File: src/rtl/icache_pkg.sv
// Shared constants and types for the instruction cache.
// Contents: line width, default geometry, the FSM state type, and the
// index/tag/line types for the default configuration.
package icache_pkg;

    localparam int ICLLEN    = 128;
    localparam int IC_ADDR_W = 32;
    localparam int IC_NLINES = 16;
    localparam int IC_OFF_W  = 4;
    localparam int IC_IDX_W  = $clog2(IC_NLINES);
    localparam int IC_TAG_W  = IC_ADDR_W - IC_OFF_W - IC_IDX_W;

    typedef enum logic {IC_LOOKUP, IC_MISS} icache_state_t;

    typedef logic [IC_IDX_W-1:0] ic_idx_t;
    typedef logic [IC_TAG_W-1:0] ic_tag_t;
    typedef logic [ICLLEN-1:0]   ic_line_t;

endpackage

File: src/rtl/instruction_bus.sv
// Line-refill bus between the instruction cache and main memory.
// The consumer raises ldp with ldAddr and holds both until the provider
// answers with a one-cycle ldr carrying the full line on ldData.
interface instruction_bus #(
    parameter int ADDR_W = 32,
    parameter int LINE_W = 128
);
    logic              ldp;
    logic [ADDR_W-1:0] ldAddr;
    logic              ldr;
    logic [LINE_W-1:0] ldData;

    modport consumer (output ldp, output ldAddr, input ldr, input ldData);
    modport provider (input ldp, input ldAddr, output ldr, output ldData);
endinterface

File: src/rtl/icache_store.sv
// Valid/tag/data storage for the direct-mapped instruction cache.
// Ports:
//   clk, rst            clock, synchronous active-high reset (clears valid only)
//   we_i/widx_i/...     single write port: tag, line and valid bit for one index
//   inval_i             clear every valid bit on the next edge
//   ridx_i              combinational read index
//   rvalid_o/rtag_o/rdata_o  contents of the read index
module icache_store #(
    parameter int NLINES = 16,
    parameter int TAG_W  = 24,
    parameter int LINE_W = 128,
    localparam int IDX_W = $clog2(NLINES)
) (
    input  logic              clk,
    input  logic              rst,
    input  logic              we_i,
    input  logic [IDX_W-1:0]  widx_i,
    input  logic [TAG_W-1:0]  wtag_i,
    input  logic [LINE_W-1:0] wdata_i,
    input  logic              wvalid_i,
    input  logic              inval_i,
    input  logic [IDX_W-1:0]  ridx_i,
    output logic              rvalid_o,
    output logic [TAG_W-1:0]  rtag_o,
    output logic [LINE_W-1:0] rdata_o
);

    logic [NLINES-1:0] valid_q;
    logic [TAG_W-1:0]  tag_q  [NLINES];
    logic [LINE_W-1:0] data_q [NLINES];

    // Bulk invalidate first, then the write port: a fill in the same cycle
    // as an invalidate carries its own (already cleared) valid bit.
    always_ff @(posedge clk) begin
        if (rst) begin
            valid_q <= '0;
        end else begin
            if (inval_i) valid_q <= '0;
            if (we_i)    valid_q[widx_i] <= wvalid_i;
        end
    end

    always_ff @(posedge clk) begin
        if (we_i) begin
            tag_q[widx_i]  <= wtag_i;
            data_q[widx_i] <= wdata_i;
        end
    end

    assign rvalid_o = valid_q[ridx_i];
    assign rtag_o   = tag_q[ridx_i];
    assign rdata_o  = data_q[ridx_i];

endmodule

File: src/rtl/icache.sv
// Direct-mapped, read-only instruction cache.
// Hits return the instruction combinationally; a miss stalls fetch and
// refills one line over the instruction bus, then replays the lookup.
// Ports:
//   clk, rst        clock, synchronous active-high reset
//   fetch_req_i     fetch request for pc_i
//   pc_i            fetch address (bits [1:0] ignored)
//   flush_i         invalidate all lines
//   instr_o         selected instruction word
//   instr_valid_o   hit this cycle
//   stall_o         fetch must hold and retry
//   bus             refill bus, consumer side
module icache
    import icache_pkg::*;
#(
    parameter int ADDR_W = IC_ADDR_W,
    parameter int NLINES = IC_NLINES
) (
    input  logic              clk,
    input  logic              rst,
    input  logic              fetch_req_i,
    input  logic [ADDR_W-1:0] pc_i,
    input  logic              flush_i,
    output logic [31:0]       instr_o,
    output logic              instr_valid_o,
    output logic              stall_o,
    instruction_bus.consumer  bus
);

    localparam int IDX_W = $clog2(NLINES);
    localparam int TAG_W = ADDR_W - IC_OFF_W - IDX_W;

    icache_state_t     state_q, state_d;
    logic              drop_q, drop_d;
    logic [ADDR_W-1:0] miss_addr_q, miss_addr_d;

    logic [IDX_W-1:0]  pc_idx, miss_idx;
    logic [TAG_W-1:0]  pc_tag, miss_tag, rtag;
    logic [1:0]        pc_word;
    logic [ICLLEN-1:0] rdata;
    logic              rvalid, hit, fill;
    logic              unused_pc;

    assign pc_tag    = pc_i[ADDR_W-1:IC_OFF_W+IDX_W];
    assign pc_idx    = pc_i[IC_OFF_W+IDX_W-1:IC_OFF_W];
    assign pc_word   = pc_i[3:2];
    assign miss_tag  = miss_addr_q[ADDR_W-1:IC_OFF_W+IDX_W];
    assign miss_idx  = miss_addr_q[IC_OFF_W+IDX_W-1:IC_OFF_W];
    assign unused_pc = ^{pc_i[1:0], miss_addr_q[IC_OFF_W-1:0]};

    icache_store #(
        .NLINES (NLINES),
        .TAG_W  (TAG_W),
        .LINE_W (ICLLEN)
    ) u_store (
        .clk      (clk),
        .rst      (rst),
        .we_i     (fill),
        .widx_i   (miss_idx),
        .wtag_i   (miss_tag),
        .wdata_i  (bus.ldData),
        .wvalid_i (~drop_q & ~flush_i),
        .inval_i  (flush_i),
        .ridx_i   (pc_idx),
        .rvalid_o (rvalid),
        .rtag_o   (rtag),
        .rdata_o  (rdata)
    );

    assign hit     = rvalid && (rtag == pc_tag);
    assign instr_o = rdata[{pc_word, 5'b0} +: 32];

    assign bus.ldp    = (state_q == IC_MISS);
    assign bus.ldAddr = miss_addr_q;

    always_comb begin
        state_d       = state_q;
        drop_d        = drop_q;
        miss_addr_d   = miss_addr_q;
        instr_valid_o = 1'b0;
        stall_o       = 1'b0;
        fill          = 1'b0;
        unique case (state_q)
            IC_LOOKUP: begin
                if (fetch_req_i) begin
                    if (hit) begin
                        instr_valid_o = 1'b1;
                    end else begin
                        stall_o     = 1'b1;
                        miss_addr_d = {pc_i[ADDR_W-1:IC_OFF_W], {IC_OFF_W{1'b0}}};
                        state_d     = IC_MISS;
                    end
                end
            end
            IC_MISS: begin
                stall_o = 1'b1;
                if (bus.ldr) begin
                    fill    = ~rst;
                    drop_d  = 1'b0;
                    state_d = IC_LOOKUP;
                end else if (flush_i) begin
                    // Line in flight predates the flush: write it but keep it invalid.
                    drop_d = 1'b1;
                end
            end
            default: state_d = IC_LOOKUP;
        endcase
    end

    always_ff @(posedge clk) begin
        if (rst) begin
            state_q     <= IC_LOOKUP;
            drop_q      <= 1'b0;
            miss_addr_q <= '0;
        end else begin
            state_q     <= state_d;
            drop_q      <= drop_d;
            miss_addr_q <= miss_addr_d;
        end
    end

endmodule

File: src/flat_wrapper.sv
// flat-port wrapper written by rule: the top's interface ports become plain ports
module icache_flat import icache_pkg::*;
#(
    parameter int ADDR_W = IC_ADDR_W,
    parameter int NLINES = IC_NLINES
)
  (clk, rst, fetch_req_i, pc_i, flush_i, instr_o, instr_valid_o, stall_o, bus_ldp, bus_ldAddr, bus_ldr, bus_ldData);
  instruction_bus #(.ADDR_W(ADDR_W), .LINE_W(128)) bus_i ();
  input  logic clk;
  input  logic rst;
  input  logic fetch_req_i;
  input  logic [ADDR_W-1:0] pc_i;
  input  logic flush_i;
  output logic [31:0] instr_o;
  output logic instr_valid_o;
  output logic stall_o;
  output wire logic [$bits(bus_i.ldp)-1:0] bus_ldp;
  output wire logic [$bits(bus_i.ldAddr)-1:0] bus_ldAddr;
  input wire logic [$bits(bus_i.ldr)-1:0] bus_ldr;
  input wire logic [$bits(bus_i.ldData)-1:0] bus_ldData;
  assign bus_ldp = bus_i.ldp;
  assign bus_ldAddr = bus_i.ldAddr;
  assign bus_i.ldr = bus_ldr;
  assign bus_i.ldData = bus_ldData;
  icache #(.ADDR_W(ADDR_W), .NLINES(NLINES)) u_core (.clk(clk), .rst(rst), .fetch_req_i(fetch_req_i), .pc_i(pc_i), .flush_i(flush_i), .instr_o(instr_o), .instr_valid_o(instr_valid_o), .stall_o(stall_o), .bus(bus_i));
endmodule
File: config.mk
export PLATFORM = sky130hd
export DESIGN_NAME = icache_flat
export DESIGN_NICKNAME = d
export VERILOG_FILES = /design/src/rtl/icache_pkg.sv /design/src/rtl/instruction_bus.sv /design/src/rtl/icache_store.sv /design/src/rtl/icache.sv /design/src/flat_wrapper.sv
export SDC_FILE = /design/constraint.sdc
export NUM_CORES = 2
export LEC_CHECK = 0
export BUFFER_PORTS_ARGS = -buffer_cell sky130_fd_sc_hd__buf_2
export CAP_MARGIN = 0
export CORE_MARGIN = 2
export CORE_UTILIZATION = 55
export CTS_CLUSTER_SIZE = 30
export DETAILED_ROUTE_END_ITERATION = 10
export PLACE_DENSITY = 0.72
export SLEW_MARGIN = 20
export SYNTH_ARGS = -nofsm -noshare
export SYNTH_HDL_FRONTEND = slang
export SYNTH_SLANG_ARGS = --single-unit
File: constraint.sdc
create_clock -name clk -period 21.7 [get_ports clk]
set_input_delay 4.34 -clock clk [delete_from_list [all_inputs] [get_ports clk]]
set_output_delay 4.34 -clock clk [all_outputs]
set_load 0.01 [all_outputs]
==> run metrics <==
syn avg cell area=23.9 µm²; post-synthesis mux area share=between 10% and 20%; initial drt markers=around 4700; Clock Path Buffers=3; fin crit share=between 60% and 70%; Top Usage Layer GRT=met2; via/cell ratio=~6.5; Worst Skew=around 32 ps; M1 GR Usage=a little over a third; Max Cap Viol=0; critical-path cell list=buf_8 > buf_4 > buf_12 > mux4_2 > mux2i_1 > nor2_1 > a211oi_1 > o2111ai_1 > or3_1 > buf_4 > nor4_1 > buf_2; Critical Path Start Type=input port; Slew headroom=about 25%; cell area after synthesis=between 90000 and 100000 µm²; most area-hungry cell type in the Yosys netlist=edfxtp_1; most used cell, CP=buf_4; ys async rst share=0%; post-synthesis adder-cell area fraction=0%; Yosys Warn Count=0; Area Overhead vs Synth=11.8%; fin cells=6821; Synth top cells by count=2432 x edfxtp_1, 740 x mux4_2, 93 x buf_2, 87 x clkbuf_1, 83 x mux2i_1; achievable clock frequency=0.0705 GHz; Detailed Route WL=between 200000 and 250000 µm; RSZ-0062 raised after global routing=false; Final Hold Viols=0; met2 usage=roughly 40%; status=complete, no violations; Post-Synth XOR/XNOR Area=0.183%; flops & latches, synth=between 2000 and 2500; Synth Area in Simple Gates=between 1.5 and 2%; Post-synth top flop=edfxtp_1; worst hold-check path type=register to register; Setup Buffers After CTS=0; Lkg Pwr=0.0334 µW; Die Footprint=177000 µm²; clk sink count=~2500; main area contributors after synthesis=edfxtp_1 76%, mux4_2 17%, dfxtp_1 0.96%; distinct cell type count of the synthesized netlist=64; critical path type=input port to output port; number of flops mapped to enable cells by yosys=2432; top cell type's share of synthesized area=approximately 76%; cts repair resizes=0; Peak VDD IR=~0.000088 V; core area=around 170000 µm²; # rows=152; share of the yosys chip area belonging to registers=between 70 and 80%; Crit Path Max Fanout=roughly 100; die width=around 420 µm; top-count cell post-synth=edfxtp_1; crit-path max cell delay=slightly below 900 ps; first-pass GRT wire length=~310000 µm; Total Nets Final=4465; pre-CTS setup slack=roughly 7500 ps; CTS Buf Count=~230; worst path arrival time=between 9000 and 10000 ps; pwr/cell area=a little over 90 nW/µm²; WL per Instance=about 32 µm; top cell family by delay on the critical path=buffers and inverters; CTS root buf=clkbuf_16; Mapped Cells=roughly 4000; worst skew pair latency=about 860 ps; grt met3 use=under 10%; Slowest-stage cell, CP=buf_4; Fillers=roughly 11000; antenna violations before repair=67; gr ovfl total=0; drt drc=0; share of cells above drive strength 1=between 30% and 40%; hold_buf cts=0; total global-route track usage=~25%; Buffers & Inverters on Critical Path=5; antenna violation net count after detailed routing=0; Final min period=between 10000 and 15000 ps; Final setup viols=0; placed insts=between 6000 and 7000; input/output buffers=around 230; vias in the first global route=45100; Min Hold Slack=roughly 460 ps; worst slew pin tran=around 1100 ps; critical path capture point type=output port; HPWL Detailed=113000 µm; clock-pin slew on the worst setup and hold paths=around 60 ps; Compound-Gate Fraction of Synth Area=0.957%; largest net degree at the start of global routing=roughly 130; fin. max-slew vios=0; Final TNS setup=0 ps; CTS tree=yes; Vias=approximately 44000; Starting Density=~55%; Detailed Routing Iterations Pass 1=5; # IOs=between 200 and 250; worst setup margin=about 7500 ps; largest family of logic cells by synthesized area=multiplexers; Placer Congestion=approximately 0.8; Die H=roughly 420 µm; Worst Path Required=17360 ps; H-tree Lvls=4
per-layer routing:
layer / vias to the layer above / part of all wire, %
met4: 32 / 2.7
met3: 370 / 7.6
met1: 23900 / 40
met2: 2120 / 50
met5: - / 0.088
li1: 17900 / -
cells in the final DEF (no fill, tap or decap), types with 23 or more instances in the layout:
master     instances
a32oi_1           28
clkbuf_1          45
clkinv_1          65
mux2i_1           83
edfxtp_1        2432
nand4_1           32
nor2_1            23
clkbuf_16        233
o21ai_0           26
clkinv_2          44
nand3_1           39
dfxtp_1           46
nand2_1           53
mux4_2           740
nor3b_1           26
buf_2            220
buf_4             71
bufinv_16         25
nand2b_1          39
final timing paths:
check	start	endpoint	slack, ps	depth (start not counted)
max	pc_i[4]	instr_valid_o	7510	12
min	u_core.u_store.valid_q[6]$_SDFF_PP0_	u_core.u_store.valid_q[6]$_SDFF_PP0_	460	2
max reg2reg	u_core.bus.ldp$_SDFF_PP0_	u_core.u_store.data_q[8][31]$_DFFE_PP_	17500	7
min reg2reg	u_core.u_store.valid_q[6]$_SDFF_PP0_	u_core.u_store.valid_q[6]$_SDFF_PP0_	460	2
worst reg2reg max path, stage by stage (launching register included):
cell and delay, ps:
dfxtp_1 440, nand2_1 100, nor2_1 200, nand3b_1 320, nor3_2 240, buf_4 590
buf_4 960, buf_4 910
logic make-up (layout without fill, tap and decap cells):
family,count (synthesis),in the layout
compound gates,122,122
xor+xnor,20,20
buf+inv,241,745
flops,2478,2478
mux,836,836
other cells,1,16
simple gates,294,294
registers in the layout (all words and copies together), names as in the netlist:
register and flops:
u_core.u_store.data_q 2048, u_core.u_store.tag_q 384, u_core.bus.ldAddr 28, u_core.u_store.valid_q 16, u_core.bus.ldp 1, u_core.drop_q 1
metrics by stage:
| stage | power, µW | utilization (%) | cell area (µm²) |
|---|---|---|---|
| 6_report | 9740 | 62.0 | 107000 |
| 5_1_grt | 10000 | 62.0 | 107000 |
| 4_1_cts | 9800 | 62.0 | 107000 |
| 3_5_place_dp | 5890 | 57.7 | 99300 |
| 3_3_place_gp | 5880 | 57.7 | 99300 |
| 2_1_floorplan | 5700 | - | 95500 |
where the power goes:
part	internal [µW]	total [µW]	switching, µW
clock	2260	3960	1700
combinational	198	468	270
sequential	5290	5320	30.5
area by class of cell:
cell class	count	area, µm²	area share, %
clock buffers	279	6010	5.63
well taps	2310	2890	2.71
flip-flops and latches	2478	74000	69.3
clock inverters	151	1390	1.30
diodes	12	30.0	0.0281
multi-input cells	1276	20500	19.2
repair buffers	308	1950	1.83
inverters	7	28.8	0.0270
No activity file was read; power rests on OpenSTA's default activity.
